--- config.mk ---
export PLATFORM = sky130hd
export DESIGN_NAME = fifo_wr_source
export DESIGN_NICKNAME = d
export VERILOG_FILES = /design/src/rtl/fifo_pkg.sv /design/src/rtl/sync_2ff.sv /design/src/rtl/fifo_wr_source.sv
export SDC_FILE = /design/constraint.sdc
export NUM_CORES = 1
export LEC_CHECK = 0
export CORE_ASPECT_RATIO = 0.5
export CORE_UTILIZATION = 48
export CTS_CLUSTER_DIAMETER = 80
export CTS_CLUSTER_SIZE = 16
export DETAILED_ROUTE_END_ITERATION = 8
export GPL_ROUTABILITY_DRIVEN = 1
export GPL_TIMING_DRIVEN = 1
export MAX_ROUTING_LAYER = met4
export PLACE_DENSITY = 0.79
export SETUP_SLACK_MARGIN = 0.2
export SYNTH_ARGS = -nofsm -noshare
export SYNTH_HDL_FRONTEND = slang
export SYNTH_SLANG_ARGS = --single-unit
--- constraint.sdc ---
create_clock -name w_clk -period 2.8 [get_ports w_clk]
set_input_delay 0.56 -clock w_clk [delete_from_list [all_inputs] [get_ports w_clk]]
set_output_delay 0.56 -clock w_clk [all_outputs]
set_load 0.005 [all_outputs]
--- src/rtl/fifo_pkg.sv ---
// Shared async-FIFO helpers: Gray/binary conversion, default widths, skid-buffer states.
package fifo_pkg;

  localparam int unsigned DEFAULT_ADDR_WIDTH = 4;
  localparam int unsigned DEFAULT_DATA_WIDTH = 8;
  localparam int unsigned GRAY_MAX_W         = 32;

  typedef enum logic [1:0] {
    SKID_EMPTY = 2'd0,
    SKID_ONE   = 2'd1,
    SKID_TWO   = 2'd2
  } skid_state_e;

  // Zero-extended inputs convert correctly: leading zero Gray bits give zero binary bits.
  function automatic logic [GRAY_MAX_W-1:0] gray2bin(input logic [GRAY_MAX_W-1:0] g);
    logic [GRAY_MAX_W-1:0] b;
    b[GRAY_MAX_W-1] = g[GRAY_MAX_W-1];
    for (int i = GRAY_MAX_W - 2; i >= 0; i--) begin
      b[i] = b[i+1] ^ g[i];
    end
    return b;
  endfunction

  function automatic logic [GRAY_MAX_W-1:0] bin2gray(input logic [GRAY_MAX_W-1:0] b);
    return b ^ (b >> 1);
  endfunction

endpackage

--- src/rtl/sync_2ff.sv ---
// Two-flop clock-domain-crossing synchronizer for Gray-coded pointers.
module sync_2ff #(
  parameter int unsigned WIDTH = 1
) (
  input  logic             clk_i,
  input  logic             rst_n_i,
  input  logic [WIDTH-1:0] d_i,
  output logic [WIDTH-1:0] q_o
);

  logic [WIDTH-1:0] sync1_q;
  logic [WIDTH-1:0] sync2_q;

  // No logic between the stages so each bit has a full cycle to resolve.
  always_ff @(posedge clk_i or negedge rst_n_i) begin
    if (!rst_n_i) begin
      sync1_q <= '0;
      sync2_q <= '0;
    end else begin
      sync1_q <= d_i;
      sync2_q <= sync1_q;
    end
  end

  assign q_o = sync2_q;

endmodule

--- src/rtl/fifo_wr_source.sv ---
// Write-domain FIFO producer: 2-entry skid buffer from a valid/ready stream,
// read-pointer synchronizer, and registered fill level / almost_full.
module fifo_wr_source
  import fifo_pkg::*;
#(
  parameter int unsigned ADDR_WIDTH = DEFAULT_ADDR_WIDTH,
  parameter int unsigned DATA_WIDTH = DEFAULT_DATA_WIDTH,
  parameter int unsigned AF_THRESH  = 12
) (
  input  logic                  w_clk,
  input  logic                  w_rst_n,
  input  logic                  s_valid,
  input  logic [DATA_WIDTH-1:0] s_data,
  output logic                  s_ready,
  output logic                  w_en,
  output logic [DATA_WIDTH-1:0] w_data,
  input  logic                  full,
  input  logic [ADDR_WIDTH:0]   w_ptr,
  input  logic [ADDR_WIDTH:0]   r_ptr,
  output logic [ADDR_WIDTH:0]   w_q2_rptr,
  output logic [ADDR_WIDTH:0]   level,
  output logic                  almost_full
);

  localparam int unsigned PTR_W = ADDR_WIDTH + 1;

  skid_state_e           state_q, state_d;
  logic [DATA_WIDTH-1:0] head_q, head_d;
  logic [DATA_WIDTH-1:0] tail_q, tail_d;
  logic                  s_ready_q, s_ready_d;
  logic                  w_en_q, w_en_d;
  logic [PTR_W-1:0]      level_q, level_d;
  logic                  af_q, af_d;
  logic [PTR_W-1:0]      rptr_sync;
  logic [PTR_W-1:0]      wbin, rbin;
  logic                  accept, pop;

  assign accept = s_valid && s_ready_q;
  assign pop    = w_en_q && !full;

  sync_2ff #(
    .WIDTH(PTR_W)
  ) u_rptr_sync (
    .clk_i  (w_clk),
    .rst_n_i(w_rst_n),
    .d_i    (r_ptr),
    .q_o    (rptr_sync)
  );

  // Skid buffer next state; head is always the oldest word.
  always_comb begin
    state_d = state_q;
    head_d  = head_q;
    tail_d  = tail_q;
    case (state_q)
      SKID_EMPTY: begin
        if (accept) begin
          state_d = SKID_ONE;
          head_d  = s_data;
        end
      end
      SKID_ONE: begin
        if (accept && pop) begin
          head_d = s_data;
        end else if (accept) begin
          state_d = SKID_TWO;
          tail_d  = s_data;
        end else if (pop) begin
          state_d = SKID_EMPTY;
        end
      end
      SKID_TWO: begin
        if (pop) begin
          state_d = SKID_ONE;
          head_d  = tail_q;
        end
      end
      default: state_d = SKID_EMPTY;
    endcase
    s_ready_d = (state_d != SKID_TWO);
    w_en_d    = (state_d != SKID_EMPTY);
  end

  // Occupancy from the lagging read pointer, so it can only over-report.
  always_comb begin
    wbin    = PTR_W'(gray2bin(GRAY_MAX_W'(w_ptr)));
    rbin    = PTR_W'(gray2bin(GRAY_MAX_W'(rptr_sync)));
    level_d = PTR_W'(wbin - rbin);
    af_d    = (32'(level_d) >= AF_THRESH);
  end

  always_ff @(posedge w_clk or negedge w_rst_n) begin
    if (!w_rst_n) begin
      state_q   <= SKID_EMPTY;
      head_q    <= '0;
      tail_q    <= '0;
      s_ready_q <= 1'b0;
      w_en_q    <= 1'b0;
      level_q   <= '0;
      af_q      <= 1'b0;
    end else begin
      state_q   <= state_d;
      head_q    <= head_d;
      tail_q    <= tail_d;
      s_ready_q <= s_ready_d;
      w_en_q    <= w_en_d;
      level_q   <= level_d;
      af_q      <= af_d;
    end
  end

  assign s_ready     = s_ready_q;
  assign w_en        = w_en_q;
  assign w_data      = head_q;
  assign w_q2_rptr   = rptr_sync;
  assign level       = level_q;
  assign almost_full = af_q;

endmodule
# ---- Word level (Yosys, flattened, before mapping)
# Index checks and enable logic that the tools add are counted.
dict set report word_totals {
  reg_bits 36
  output_inout_bits 21
}
dict set report classes {
  magnitude_cmp 1
  n_bitwise 9
  n_eq_ne 6
  n_reduce_logical 9
  n_addsub 1
  muxes 10
}
# cell n
set op_table {}
lappend op_table {{$mux W8} 3}
lappend op_table {{$pmux W8 S3} 1}
lappend op_table {{$mux W2} 5}
lappend op_table {{$ne A2 B2 Y1 const B} 4}
lappend op_table {{$xor A1 B1 Y1} 8}
lappend op_table {{$pmux W2 S3} 1}
lappend op_table {{$ge A5 B4 Y1 const B} 1}
lappend op_table {{$sub A5 B5 Y5} 1}
lappend op_table {{$reduce_and A4 Y1} 1}
lappend op_table {{$logic_and A1 B1 Y1} 3}
lappend op_table {{$reduce_and A3 Y1} 1}
lappend op_table {{$reduce_bool A3 Y1} 1}
lappend op_table {{$eq A2 B1 Y1 const B} 1}
lappend op_table {{$eq A2 B2 Y1 const B} 1}
lappend op_table {{$logic_not A2 Y1} 1}
lappend op_table {{$reduce_bool A2 Y1} 1}
lappend op_table {{$logic_not A1 Y1} 1}
lappend op_table {{$not A1 Y1} 1}

# ---- Logic depth before layout (Yosys ltp)
dict set report depth {
  word_depth 7
  mapped_depth 10
  mapped_depth_nobuf 10
}

# ---- By module
# A second synthesis with hierarchy kept.
dict set report hier_totals {
  cells_unflattened 109
  area_unflattened_um2 1577.8
}
# module instances seq_area_each_um2 cells_per_inst area_each_um2
set modules_own_cells {}
lappend modules_own_cells {fifo_wr_source 1 650.6 99 1327.5}
lappend modules_own_cells {sync_2ff 1 250.2 10 250.2}

# ---- Least setup slack after synthesis
# No wires, ideal clock.
dict set report synth_path {
  kind {input to register}
  from {in w_ptr[4]}
  to {reg af_q, in the netlist almost_full}
  path_slack_ns 0.158
  stages 10
  required_time_ns 2.674
  setup_time_ns 0.126
  arrival_ns 2.515
  cell_sequence {xor2_2 > xor2_2 > xnor2_2 > xor2_1 > ha_1 > fa_1 > nand2b_1 > a21oi_1 > xnor2_1 > a311o_1}
}
dict set report synth_between {
  elab_chain_cells 6
}
# element line_no
set synth_lines {}
lappend synth_lines {{from (decl)} fifo_wr_source.sv:18} ;# input logic [ADDR_WIDTH:0] w_ptr,
lappend synth_lines {{$xor A1 B1 Y1 (4 in a row)} fifo_pkg.sv:19} ;# b[i] = b[i+1] ^ g[i];
lappend synth_lines {{$sub A5 B5 Y5 (*)} fifo_wr_source.sv:88} ;# level_d = PTR_W'(wbin - rbin);
lappend synth_lines {{named net level_d[4]} fifo_wr_source.sv:32} ;# logic [PTR_W-1:0] level_q, level_d;
lappend synth_lines {{$ge A5 B4 Y1 (*)} fifo_wr_source.sv:89} ;# af_d = (32'(level_d) >= AF_THRESH);
lappend synth_lines {{named net af_d} fifo_wr_source.sv:33} ;# logic af_q, af_d;
lappend synth_lines {{to (signal assigned)} fifo_wr_source.sv:100} ;# af_q <= 1'b0;
lappend synth_lines {{to (signal assigned)} fifo_wr_source.sv:108} ;# af_q <= af_d;
lappend synth_lines {{to (decl)} fifo_wr_source.sv:33}
# The timed path passes the listed nets; every way through them passes the cells marked *.
# A chain may end at the register's enable or synchronous reset.

# ---- Final worst setup path
dict set report layout_path {
  from {in w_ptr[3]}
  to {reg af_q, in the netlist almost_full}
}
dict set report layout_between {
  elab_chain_cells 6
}
# element line_no
set layout_lines {}
lappend layout_lines {{$xor A1 B1 Y1 (*)} fifo_pkg.sv:19}
lappend layout_lines {{$xor A1 B1 Y1 (3 in a row)} fifo_pkg.sv:19}
lappend layout_lines {{$sub A5 B5 Y5 (*)} fifo_wr_source.sv:88}
lappend layout_lines {{named net level_d[4]} fifo_wr_source.sv:32}
lappend layout_lines {{$ge A5 B4 Y1 (*)} fifo_wr_source.sv:89}
lappend layout_lines {{named net af_d} fifo_wr_source.sv:33}
# Marks and branches as above.

==> impl_metrics.yaml <==
layout:
  postLayoutCellArea_um2: 2260
  final_nets: 213
  multi_input_combinational_cell_area_um2: 707
  fillCellCount: 224
  area_growth_pct: 38.1
  antenna_cells: 0
  layout.cells.non_filler: 226
  sequential_cell_area_um2: 901
  share_of_post_route_cells_with_drive_strength_above_1: 0.258
sta:
  minimum_period_implied_by_the_final_worst_setup_slack_ns: 2.54
  rsz0062_at_grt: "no"
  clock.fmax_mhz: 394
  timing.hold.ws_ns: 0.352
  worst_slew_margin_rel: 0.469
  finalHoldViolCount: 0
  skew_ns: 0.00615
  timing_worst_slew_pin_value_ns: 0.797
  setup_ws_ns: 0.262
  fin_crit_sh: 0.906
  setup_viol_count_final: 0
  maxSlewViolCount: 0
detailed_routing:
  drc_violation_count_after_routing: 1
  vias_per_cell: 4.96
  dr_wl_met3_um: 128
  met2RoutedLength_mm: 1.66
  dr.first_iter.drc_count: 53
  drt-pass1-iter-count: 6
  met1Wirelength_mm: 1.25
  routed_length_per_placed_instance_um: 13.6
  route.top_layer_used: "met4"
  via_count: 1120
  totalWireLength_mm: 3.07
  ant_nets: 0
synth:
  synth_top_area_share: 0.551
  yosysUniqueCellTypes: 30
  yosys_most_used_dff: "sky130_fd_sc_hd__dfrtp_1"
  async_flop_share: 1.00
  syn-mean-instance-area_um2: 12.6
  syn-instance-count: 130
  syn_area_um2: 1630
  synth_sequential_area_ratio: 0.551
  number_of_synthesized_flops_with_an_enable_pin: 0
  synth_warnings: 0
  synth_seq_cells: 36
  synth_area_leaders: "sky130_fd_sc_hd__dfrtp_1, sky130_fd_sc_hd__mux2_2, sky130_fd_sc_hd__nand2_1"
  synth_fp_nets: 157
  synthDominantAreaCellType: "sky130_fd_sc_hd__dfrtp_1"
worst_setup_path:
  worst_r2r_dst: "almost_full$_DFF_PN0_"
  type_of_element_launching_the_critical_path: "primary input"
  worstSetupPathType: "primary input to flop"
  worstSetupEndpointType: "flop"
  timing.reg2reg.setup_slack_ns: 0.29
  critical_path_peak_fanout: 2
  r2r_cells: 10
  cp.required_ns: 2.96
  worst-endpoint-arrival_ns: 2.70
  regToRegStartpoint: "u_rptr_sync.q_o[4]$_DFF_PN0_"
floorplanning:
  total_number_of_placement_rows: 14
  chipWidth_um: 84.5
  initial_util: 0.524
  core-area_um2: 3120
  io_pins: 43
  die_height_um: 43.3
  die_area_um2: 3660
pwr:
  peak_supply_drop_uv: 531
  share_clk_of_total_power: 0.191
  power-per-cell-area_nw_per_um2: 914
  power.internal_mw: 1.46
  pwr-share-seq: 0.394
  share_comb_of_total_power: 0.415
  total_leakage_power_nw: 1.02
  swShare: 0.291
  p_switching_uw: 600
cts:
  worst_skew_pair_later_pin_latency_ns: 0.28
  htreeDepth: 2
  cts-buffers-inserted: 5
  tritoncts_clock_tree: "done"
  cts.reportedPaths.clkPinSlew_ns: 0.07
  hold_buffer_count_at_cts: 0
  ctsLongestPathBuffers: 2
  tritoncts_num_sinks: 36
  clock_root_buffer: "sky130_fd_sc_hd__clkbuf_8"
global_routing:
  antenna_found_initial: 0
  grt_first_pass_wirelength_mm: 4.84
  grt_start_max_net_pins: 37
  track_usage: 0.190
  overflow: 0
  number_of_global_route_vias_before_repair: 1103
flow_run:
  maxCapViolations: 0
place:
  place_inst: 214
  pre_cts_ws_ns: -0.344
  port_buffers: 42
  total_placed_instance_area_um2: 2130
  finalWeightedCongestion: 0.738
  detailedPlacementHpwl_mm: 2.15
run_status:
  outcome: "complete, but fails checks"
  failed_checks: "DRC"
hold_path:
  min-delay-path-class: "primary input to asynchronous set/reset pin"
-- metrics by stage --
| stage | utilization | setup TNS [ns] | total power [mW] |
|---|---|---|---|
| 6_report | 0.724 | 0 | 2.06 |
| 4_1_cts | 0.713 | 0 | 2.06 |
| 3_3_place_gp | 0.683 | -0.319 | 1.63 |
| 5_1_grt | 0.724 | 0 | 2.19 |
| 2_1_floorplan | - | 0 | 1.30 |
| 3_5_place_dp | 0.683 | -0.431 | 1.66 |
-- per-layer routing --
layer / vias to the layer above / track usage
met3: 2 / 0.0798
met2: 18 / 0.345
met1: 560 / 0.193
met5: - / -
li1: 540 / -
met4: 0 / 0.0508
-- cells by family (layout without fill, tap and decap cells) --
kind of cell | Yosys count | count (layout) | share of synthesized area
buf+inv | 8 | 64 | 0.0260
flops | 36 | 36 | 0.551
xor+xnor | 14 | 14 | 0.103
fa+ha+maj | 5 | 5 | 0.0429
compound gates | 12 | 12 | 0.0636
simple gates | 39 | 39 | 0.103
mux | 16 | 16 | 0.110
-- placed cells by master, fill, tap and decap left out, drive strengths merged, types with 3 or more instances in the layout --
| cell type | netlist | routed |
|---|---|---|
| dfrtp | 36 | 36 |
| xor2 | 6 | 6 |
| nand2 | 26 | 26 |
| xnor2 | 8 | 8 |
| nor2 | 3 | 3 |
| clkbuf | 0 | 8 |
| inv | 5 | 5 |
| clkdlybuf4s50 | 0 | 38 |
| buf | 3 | 11 |
| nand2b | 3 | 3 |
| mux2 | 16 | 16 |
| ha | 4 | 4 |
| a21oi | 3 | 3 |
-- area by class of cell --
cell class	count	area share
inverters	5	0.00832
repair buffers	52	0.214
well taps	40	0.0222
multi-input cells	86	0.313
flip-flops and latches	36	0.399
clock buffers	7	0.0427
-- synthesized netlist by cell type, drive strengths merged (3+ instances only) --
cell,number
dfrtp,36
nor2,3
mux2,16
xnor2,8
nand2b,3
inv,5
buf,3
ha,4
a21oi,3
nand2,26
xor2,6
-- worst max-delay path by stage --
stage                                      start               endpoint  slack, ns  depth (start not counted)
floorplan                               w_ptr[4]  almost_full$_DFF_PN0_       0.20                         10
global placement                        w_ptr[4]  almost_full$_DFF_PN0_      -0.28                         11
detailed placement                      w_ptr[4]  almost_full$_DFF_PN0_      -0.34                         11
CTS                                     w_ptr[3]  almost_full$_DFF_PN0_       0.21                         11
global route        u_rptr_sync.q_o[4]$_DFF_PN0_  almost_full$_DFF_PN0_       0.18                         10
finish                                  w_ptr[3]  almost_full$_DFF_PN0_       0.26                         11
-- sequential cells by signal, summed over array words and instances (netlist names) --
register,cells
w_en,1
almost_full,1
s_ready,1
tail_q,8
u_rptr_sync.sync1_q,5
state_q,2
w_data,8
u_rptr_sync.q_o,5
level,5
-- timing repair --
action	CTS	global route
setup endpoints to repair	1	1
pin swaps	2	10
buffers inserted	0	5
resized for setup	3	2
-- power by group through the flow --
stage	Combinational (mW)	Sequential, mW	Clock (mW)
after CTS	0.840	0.816	0.404
after global placement	0.817	0.816	0
after detailed placement	0.835	0.824	0
after floorplan	0.482	0.814	0
after global routing	0.931	0.840	0.422
final	0.856	0.814	0.393
-- critical path, cell delays in order --
cell                            delay (ns)
sky130_fd_sc_hd__dlygate4sd2_1        0.26
sky130_fd_sc_hd__xor2_2               0.16
sky130_fd_sc_hd__xor2_2               0.20
sky130_fd_sc_hd__xnor2_2              0.15
sky130_fd_sc_hd__xor2_1               0.15
sky130_fd_sc_hd__ha_2                 0.20
sky130_fd_sc_hd__fa_2                 0.34
sky130_fd_sc_hd__nand2b_4             0.15
sky130_fd_sc_hd__a21oi_2              0.15
sky130_fd_sc_hd__xnor2_1              0.10
sky130_fd_sc_hd__a311o_1              0.28
(Power assumes the default switching activity.)
